### config.mk
export PLATFORM = sky130hd
export DESIGN_NAME = omr_sheet_reader
export DESIGN_NICKNAME = d
export VERILOG_FILES = /design/src/rtl/omr_pkg.sv /design/src/rtl/omr_row_classify.sv /design/src/rtl/omr_sheet_reader.sv
export SDC_FILE = /design/constraint.sdc
export NUM_CORES = 1
export LEC_CHECK = 0
export ABC_AREA = 1
export CORE_ASPECT_RATIO = 1.1
export CORE_MARGIN = 2
export CORE_UTILIZATION = 40
export CTS_CLUSTER_SIZE = 14
export DETAILED_ROUTE_END_ITERATION = 10
export PLACE_DENSITY = 0.65
export SLEW_MARGIN = 20
export SYNTH_ARGS = -nofsm -noshare
export SYNTH_HDL_FRONTEND = slang
export SYNTH_SLANG_ARGS = --single-unit
### constraint.sdc
create_clock -name clk -period 2.3 [get_ports clk]
set_input_delay 0.345 -clock clk [delete_from_list [all_inputs] [get_ports clk]]
set_output_delay 0.345 -clock clk [all_outputs]
set_load 0.005 [all_outputs]
### src/rtl/omr_pkg.sv
// Shared constants and enums for the OMR sheet reader.
// Optional build macro used by this slice: OMR_MULTIMARK_CLEAR_EN.
package omr_pkg;

  localparam int NUM_Q = 10;
  localparam int OPT_W = 4;

  typedef enum logic [1:0] {
    IDLE    = 2'd0,
    COLLECT = 2'd1,
    HOLD    = 2'd2
  } state_e;

  typedef enum logic [1:0] {
    BLANK  = 2'd0,
    SINGLE = 2'd1,
    MULTI  = 2'd2
  } row_class_e;

endpackage

### src/rtl/omr_row_classify.sv
// Combinational row classifier: blank / single / multi-mark plus the nibble to store.
// With OMR_MULTIMARK_CLEAR_EN defined, multi-mark rows are stored as all zeros.
module omr_row_classify #(
  parameter int OPT_W = omr_pkg::OPT_W
) (
  input  logic [OPT_W-1:0]   row_bits,
  output omr_pkg::row_class_e row_class,
  output logic [OPT_W-1:0]   stored_bits
);
  import omr_pkg::*;

  localparam int CNT_W = $clog2(OPT_W + 1);

  logic [CNT_W-1:0] ones;

  always_comb begin
    ones = '0;
    for (int i = 0; i < OPT_W; i++) begin
      ones = ones + CNT_W'(row_bits[i]);
    end
  end

  always_comb begin
    if (ones == '0) begin
      row_class = BLANK;
    end else if (ones == CNT_W'(1)) begin
      row_class = SINGLE;
    end else begin
      row_class = MULTI;
    end
  end

`ifdef OMR_MULTIMARK_CLEAR_EN
  assign stored_bits = (row_class == MULTI) ? '0 : row_bits;
`else
  assign stored_bits = row_bits;
`endif

endmodule

### src/rtl/omr_sheet_reader.sv
// OMR front end: collects NUM_Q scanned rows into a packed answer word and holds it for the grader.
// Multi-mark storage behaviour follows OMR_MULTIMARK_CLEAR_EN (see omr_row_classify).
module omr_sheet_reader #(
  parameter int NUM_Q = omr_pkg::NUM_Q,
  parameter int OPT_W = omr_pkg::OPT_W
) (
  input  logic                   clk,
  input  logic                   reset,
  input  logic                   sheet_start,
  input  logic                   row_valid,
  input  logic [OPT_W-1:0]       row_bits,
  output logic                   row_ready,
  output logic [NUM_Q*OPT_W-1:0] student_answers,
  output logic                   sheet_valid,
  input  logic                   sheet_ack,
  output logic [3:0]             blank_cnt,
  output logic [3:0]             multi_cnt,
  output logic                   busy
);
  import omr_pkg::*;

  localparam int                IDX_W    = $clog2(NUM_Q);
  localparam logic [IDX_W-1:0]  LAST_IDX = IDX_W'(NUM_Q - 1);

  state_e                   state_q, state_d;
  logic [IDX_W-1:0]         idx_q, idx_d;
  logic [NUM_Q*OPT_W-1:0]   ans_q, ans_d;
  logic [3:0]               blank_q, blank_d;
  logic [3:0]               multi_q, multi_d;

  row_class_e               row_class;
  logic [OPT_W-1:0]         stored_bits;
  logic                     row_fire;

  omr_row_classify #(.OPT_W(OPT_W)) u_classify (
    .row_bits    (row_bits),
    .row_class   (row_class),
    .stored_bits (stored_bits)
  );

  // Row handshake: a row transfers on a cycle where row_valid && row_ready.
  // row_ready is a function of state and sheet_start only, never of row_valid;
  // the scanner keeps row_bits stable while waiting.
  assign row_ready = (state_q == COLLECT) && !sheet_start;
  assign row_fire  = row_valid && row_ready;

  always_comb begin
    state_d = state_q;
    idx_d   = idx_q;
    ans_d   = ans_q;
    blank_d = blank_q;
    multi_d = multi_q;
    unique case (state_q)
      IDLE: begin
        if (sheet_start) begin
          state_d = COLLECT;
          idx_d   = '0;
          ans_d   = '0;
          blank_d = '0;
          multi_d = '0;
        end
      end
      COLLECT: begin
        if (sheet_start) begin
          idx_d   = '0;
          ans_d   = '0;
          blank_d = '0;
          multi_d = '0;
        end else if (row_fire) begin
          // First row lands in the most significant nibble.
          for (int q = 0; q < NUM_Q; q++) begin
            if (q == NUM_Q - 1 - int'(idx_q)) begin
              ans_d[q*OPT_W +: OPT_W] = stored_bits;
            end
          end
          if (row_class == BLANK && blank_q != 4'hF) begin
            blank_d = blank_q + 4'd1;
          end
          if (row_class == MULTI && multi_q != 4'hF) begin
            multi_d = multi_q + 4'd1;
          end
          if (idx_q == LAST_IDX) begin
            state_d = HOLD;
          end else begin
            idx_d = idx_q + IDX_W'(1);
          end
        end
      end
      HOLD: begin
        if (sheet_ack) begin
          if (sheet_start) begin
            state_d = COLLECT;
            idx_d   = '0;
            ans_d   = '0;
            blank_d = '0;
            multi_d = '0;
          end else begin
            state_d = IDLE;
          end
        end
      end
      default: state_d = IDLE;
    endcase
  end

  always_ff @(posedge clk or negedge reset) begin
    if (!reset) begin
      state_q <= IDLE;
      idx_q   <= '0;
      ans_q   <= '0;
      blank_q <= '0;
      multi_q <= '0;
    end else begin
      state_q <= state_d;
      idx_q   <= idx_d;
      ans_q   <= ans_d;
      blank_q <= blank_d;
      multi_q <= multi_d;
    end
  end

  assign student_answers = ans_q;
  assign blank_cnt       = blank_q;
  assign multi_cnt       = multi_q;
  assign sheet_valid     = (state_q == HOLD);
  assign busy            = (state_q != IDLE);

endmodule

==> impl_metrics.py, run 1 <==
metrics = {
    "sta": {
        "hold_viol": 0,
        "period_needed_ns": 2.131,
        "setup_tns_ns": 0,
        "skew_ns": 0.003831,
        "worst_pin_slew_ns": 0.6453,
        "fmax_mhz": 469.3,
        "final.hold.worst_slack_ns": 0.05058,
        "setup_violations": 0,
        "rsz0062_at_grt": "false",
        "timing.slew.headroom_pct": 56.98,
        "slew_viol_final": 0,
        "finalCritPeriodShare_pct": 92.64,
    },
    "yosys": {
        "synth_warnings": 0,
        "synthMuxAreaShare_pct": 0,
        "synth_xor_area_share_pct": 0,
        "synth-seq-cells": 54,
        "synth_fa_ha_area_share_pct": 5.209,
        "syn-cell-area_sq_mm": 0.003027,
        "synth_top_family_by_area": "simple AND/OR/NAND/NOR gates",
        "yosysUniqueCellTypes": 25,
        "yosys.area_share.simple_pct": 43.16,
        "synth.avg_cell_area_sq_um": 8.114,
        "ys_seq_area_share_pct": 44.65,
        "synth_compound_area_share_pct": 1.075,
        "synthCells": 373,
        "syn-num-nets": 394,
    },
    "grt": {
        "antenna_found_initial": 0,
        "top_usage_layer": "met2",
        "grt_pass1_vias": 2518,
        "gr-usage-met2_pct": 31.30,
        "use_met1_pct": 24.51,
        "grt_max_degree": 41,
        "grt_pass1_wl_microns": 12080,
        "use_met3_pct": 3.290,
        "grt_remaining_overflow": 0,
        "grt_use_total_pct": 18.59,
    },
    "place": {
        "globalplace.congestion": 0.9155,
        "dp_hpwl_microns": 5020,
        "port_buffers": 59,
        "dpl_cell_area_sq_mm": 0.003736,
    },
    "worst_setup_path": {
        "critPathMaxFanout": 4,
        "arrival_ns": 2.39,
        "worstPathRequired_ns": 2.56,
        "cp-start-kind": "input port",
        "cp-end-kind": "flop",
        "path_class": "in2reg",
    },
    "routing": {
        "ant_nets": 0,
        "drt-initial-drc-count": 153,
        "routed_wl_microns": 7072,
        "via_count": 2592,
        "drc": 0,
        "via_per_inst": 4.900,
        "post_drt_wl_per_cell_microns": 13.37,
        "first_pass_iters": 5,
    },
    "power": {
        "p_int_uw": 1915,
        "switchingPower_uw": 893.3,
        "vdd_drop_max_mv": 0.2549,
        "clkPwrFrac_pct": 23.4,
        "switching_share_pct": 31.81,
        "p_leak_uw": 0.002001,
        "p_comb_share_pct": 32.6,
        "cellPowerDensity_mw_per_mm2": 729.2,
        "p_seq_share_pct": 44.0,
    },
    "finish": {
        "drive_gt1_share_pct": 12.90,
        "nets": 463,
        "final_common_cell": "nand2_1",
        "fin_util_pct": 52.11,
        "area_growth_pct": 27.24,
        "layout_common_cells": "nand2_1, clkdlybuf4s50_1, dfrtp_1, nand3_1, nor2_1",
        "num_antenna_cells": 0,
        "final_cell_area_sq_mm": 0.003851,
    },
    "die": {
        "io_pins": 60,
        "fp.dieW_microns": 86.94,
        "rows": 33,
        "start_util_pct": 40.95,
        "core_area_sq_mm": 0.007391,
        "die_area_sq_mm": 0.008279,
        "die_h_microns": 95.23,
    },
    "clock_network": {
        "cts.path.max_buffers": 2,
        "cts-root-buf": "clkbuf_8",
        "cts_max_level": 2,
        "postCtsSetupBuffers": 0,
        "clock_sinks": 54,
        "cts_buffers": 5,
        "cts_tree": "done",
        "clk_pin_slew_ns": 0.09,
        "clk_latency_ns": 0.31,
    },
    "hold_path": {
        "worstHoldPathType": "in2async",
    },
    "flow_run": {
        "drv_cap": 0,
    },
    "outcome": {
        "outcome": "finished, final reports clean",
    },
}
[metal layers]
layer	up-vias	wire, microns
li1	1320	-
met1	1190	3213
met2	77	3385
met3	5	411
met4	0	61
met5	-	0
[area by class of cell]
| type | count | area (sq um) |
|---|---|---|
| flip-flops and latches | 54 | 1351 |
| repair buffers | 71 | 700.7 |
| multi-input cells | 289 | 1499 |
| clock inverters | 1 | 30.03 |
| fillers | 692 | 3540 |
| well taps | 87 | 108.9 |
| clock buffers | 6 | 82.58 |
| inverters | 21 | 78.83 |
[repair_timing]
item | 4_1_cts | 5_1_grt
gates resized for setup | 0 | 1
setup endpoints to repair | 0 | 4
hold buffers | 0 | 0
[worst max-delay path: stages]
cell and delay, ns:
clkdlybuf4s50_1 0.49, ha_1 0.25, fa_1 0.37, ha_1 0.30, nor2_1 0.09, nand3_1 0.08, nand2_1 0.07, inv_1 0.04
nor2_1 0.20, nand2_1 0.08, nand2_1 0.07
[cell usage after synthesis (all sizes together)]
library cell	number	area (sq um)
o21ai	2	13.76
buf	8	86.33
fa	1	20.02
clkbuf	1	13.76
nand4	3	18.77
nand2	167	709.4
or2	2	12.51
nor2	34	152.6
nand3	64	400.4
inv	21	78.83
nand3b	1	7.510
a21oi	3	18.77
ha	11	137.6
nor3	1	5.000
dfrtp	54	1351
[kinds of logic after synthesis]
family          after synthesis
buf+inv                      30
flops                        54
simple gates                272
fa+ha+maj                    12
compound gates                5
[through the flow]
step	cells	setup WS, ns	power [uW]
after floorplan	373	0.3505	1718
after global placement	522	-0.1222	2159
after detailed placement	522	-0.1820	2174
after CTS	529	0.1497	2838
after global routing	529	0.01938	3021
final	529	0.1693	2808
[flip-flops by register name, summed over array words and instances, names as in the netlist]
register / cells
state_q: 2
blank_cnt: 4
idx_q: 4
student_answers: 40
multi_cnt: 4
[final timing paths]
check                                      end           startpoint  cells past startpoint  slack (ns)
min in group clk           student_answers[29]  student_answers[29]                      2        0.48
setup / recovery                  blank_cnt[3]          row_bits[1]                     11        0.17
setup reg to reg           student_answers[23]             idx_q[1]                     11        0.38
hold / removal             student_answers[26]                reset                      1        0.05
hold reg to reg            student_answers[29]  student_answers[29]                      2        0.48
max in group asynchronous  student_answers[18]                reset                      2        1.68
[power by group through the flow]
stage | Sequential [uW] | Clock (uW) | Combinational [uW]
6_report | 1240 | 657 | 916
3_5_place_dp | 1250 | 0 | 923
5_1_grt | 1260 | 714 | 1050
3_3_place_gp | 1250 | 0 | 908
2_1_floorplan | 1240 | 0 | 475
4_1_cts | 1240 | 674 | 928
Power figures use the tool's default switching activity.
==> inputs of run 2 (changes only) <==
--- a/config.mk
+++ b/config.mk
@@ -12,7 +12,6 @@
 export CTS_CLUSTER_SIZE = 14
 export DETAILED_ROUTE_END_ITERATION = 10
 export PLACE_DENSITY = 0.65
-export SLEW_MARGIN = 20
 export SYNTH_ARGS = -nofsm -noshare
 export SYNTH_HDL_FRONTEND = slang
 export SYNTH_SLANG_ARGS = --single-unit
==> results of run 2 <==
The final DEF is identical to that of run 1; final timing and power are the same.
==> inputs of run 3 (changes only) <==
--- a/config.mk
+++ b/config.mk
@@ -11,7 +11,7 @@
 export CORE_UTILIZATION = 40
 export CTS_CLUSTER_SIZE = 14
 export DETAILED_ROUTE_END_ITERATION = 10
-export PLACE_DENSITY = 0.65
+export PLACE_DENSITY = 0.68
 export SYNTH_ARGS = -nofsm -noshare
 export SYNTH_HDL_FRONTEND = slang
 export SYNTH_SLANG_ARGS = --single-unit
==> constraint.sdc (replaced) <==
create_clock -name clk -period 1.9 [get_ports clk]
set_input_delay 0.285 -clock clk [delete_from_list [all_inputs] [get_ports clk]]
set_output_delay 0.285 -clock clk [all_outputs]
set_load 0.005 [all_outputs]
==> run 3 against run 2 <==
  * Sequential share of layout area fell by 1.3 points
  * Count of clock-buffer cells in the layout rose by 1
  * Power rose by 19%
  * Hold slack improved by 0.29 ns
  * Sequential power rose by 20%
  * Via count rose by 2.5%
  * Routed wire length fell by 1.2%
==> impl_metrics.py, run 3 (same netlist as run 1, synthesis figures left out) <==
metrics = {
    "finish": {
        "layout.cells.non_filler": 545,
        "layout_common_cells": "nand2_1, clkdlybuf4s50_1, dfrtp_1, nand3_1, nor2_1",
        "num_antenna_cells": 0,
        "drive_gt1_share_pct": 17.25,
        "nets": 478,
        "final_common_cell": "nand2_1",
        "area_growth_pct": 32.45,
        "final_cell_area_sq_mm": 0.004009,
        "largest_reg_flops": 40,
    },
    "sta": {
        "finalCritPeriodShare_pct": 95.21,
        "fmax_mhz": 552.8,
        "worst_pin_slew_ns": 0.5733,
        "setup_tns_ns": 0,
        "worst_slack_ns": 0.09102,
        "rsz0062_at_grt": "true",
        "setup_violations": 0,
        "period_needed_ns": 1.809,
        "slew_viol_final": 0,
        "skew_ns": 0.006142,
        "timing.slew.headroom_pct": 61.72,
        "hold_viol": 0,
    },
    "worst_setup_path": {
        "cpPeakStageDelay_ns": 0.38,
        "cp_cell_sequence": "inv_1 > ha_1 > ha_1 > inv_1 > nand2_1 > nor2_1 > nand2_1 > nand2_4 > nand3_2 > nand2_1 > nand2_1",
        "rrSetupSlack_ns": 0.09,
        "cp_top_family": "simple AND/OR/NAND/NOR gates",
        "crit_path_frequent_cell": "nand2_1",
        "cp-end-kind": "flop",
        "slowest_stage": "dfrtp_1",
        "arrival_ns": 2.01,
        "worstPathRequired_ns": 2.10,
        "critPathMaxFanout": 5,
        "cp-start-kind": "flop",
        "path_buf_inv": 2,
        "path_class": "reg2reg",
    },
    "routing": {
        "drt-initial-drc-count": 129,
        "routed_wl_microns": 6986,
        "drc": 0,
        "via_count": 2656,
        "first_pass_iters": 6,
        "post_drt_wl_per_cell_microns": 12.82,
        "ant_nets": 0,
        "via_per_inst": 4.873,
    },
    "die": {
        "core_area_sq_mm": 0.007391,
        "die_h_microns": 95.23,
        "start_util_pct": 40.95,
        "fp.dieW_microns": 86.94,
        "die_area_sq_mm": 0.008279,
        "io_pins": 60,
        "rows": 33,
    },
    "grt": {
        "grt_pass1_wl_microns": 11950,
        "grt_pass1_vias": 2557,
        "antenna_found_initial": 0,
        "grt_remaining_overflow": 0,
        "grt_use_total_pct": 17.96,
        "grt_max_degree": 41,
    },
    "power": {
        "p_seq_share_pct": 44.7,
        "clkPwrFrac_pct": 19.9,
        "vdd_drop_max_mv": 0.3513,
        "cellPowerDensity_mw_per_mm2": 830.2,
        "p_leak_uw": 0.002096,
        "p_comb_share_pct": 35.4,
        "p_int_uw": 2230,
        "switchingPower_uw": 1098,
        "p_total_uw": 3328,
        "switching_share_pct": 33.00,
    },
    "place": {
        "globalplace.congestion": 0.8642,
        "dp_hpwl_microns": 5152,
        "place_ws_ns": -0.6060,
        "port_buffers": 59,
        "dpl_cell_area_sq_mm": 0.003839,
        "dp.cells": 534,
    },
    "clock_network": {
        "cts-root-buf": "clkbuf_8",
        "cts_tree": "done",
        "cts.path.max_buffers": 2,
        "clk_latency_ns": 0.30,
        "clk_pin_slew_ns": 0.10,
        "cts_buffers": 5,
        "cts_max_level": 2,
        "clock_sinks": 54,
    },
    "flow_run": {
        "drv_cap": 0,
    },
    "outcome": {
        "outcome": "finished, final reports clean",
    },
    "hold_path": {
        "worstHoldPathType": "in2async",
    },
}
run 3: cell types whose count changed in the layout (fill, tap and decap cells not counted), sizes merged:
cell / delta
clkbuf: +1
clkinv: +1
clkdlybuf4s50: -4
bufinv: -1
buf: +14
dlygate4sd3: +1
dlymetal6s2s: +2
dlygate4sd2: +2
run 3: metrics by stage:
| step | util, % | hold slack (ns) |
|---|---|---|
| after floorplan | - | -0.01059 |
| after global placement | 51.94 | 0.1330 |
| after detailed placement | 51.94 | 0.1338 |
| after CTS | 53.83 | 0.3396 |
| after global routing | 54.24 | 0.3595 |
| final | 54.24 | 0.3398 |
run 3: cell type report:
cell class / instances / area [sq um]
inverters: 21 / 78.83
flip-flops and latches: 54 / 1353
repair buffers: 86 / 830.8
clock buffers: 7 / 86.33
multi-input cells: 289 / 1546
fillers: 669 / 3382
clock inverters: 1 / 5.005
well taps: 87 / 108.9
run 3: routing by layer:
layer / track usage [%] / vias up / part of all wire (%)
met5: 0 / - / 0
met4: 3.255 / 0 / 0.70
met3: 3.117 / 5 / 4.4
met2: 31.04 / 70 / 49
met1: 23.81 / 1226 / 46
li1: - / 1355 / -
run 3: path summary, 6_finish.rpt:
check                                    startpoint             endpoint  cells past startpoint
worst max-delay path                       idx_q[1]   student_answers[2]                     11
worst min-delay path                          reset  student_answers[24]                      2
worst max register to register             idx_q[1]   student_answers[2]                     11
worst min register to register  student_answers[25]  student_answers[25]                      2
max in group asynchronous                     reset           state_q[0]                      3
min in group clk                student_answers[25]  student_answers[25]                      2
run 3: worst reg2reg max path, cell delays in order, from the launching register on:
cell,delay [ns]
dfrtp_1,0.38
inv_1,0.08
ha_1,0.20
ha_1,0.29
inv_1,0.08
nand2_1,0.10
nor2_1,0.13
nand2_1,0.10
nand2_4,0.10
nand3_2,0.11
nand2_1,0.08
nand2_1,0.05
run 3: power by group through the flow:
stage / registers, uW / logic, uW / clock network (uW)
after floorplan: 1500 / 574 / 0
after global routing: 1510 / 1330 / 709
final: 1490 / 1180 / 663
after detailed placement: 1510 / 1150 / 0
after global placement: 1500 / 1130 / 0
after CTS: 1490 / 1180 / 672
run 3: timing repair:
item,in CTS,in global routing
gates cloned,0,0
endpoints found under the setup margin,9,10
hold buffers,1,0
hold endpoints to repair,5,0
setup buffers,0,2
resized for setup,10,5
pin swaps,5,5
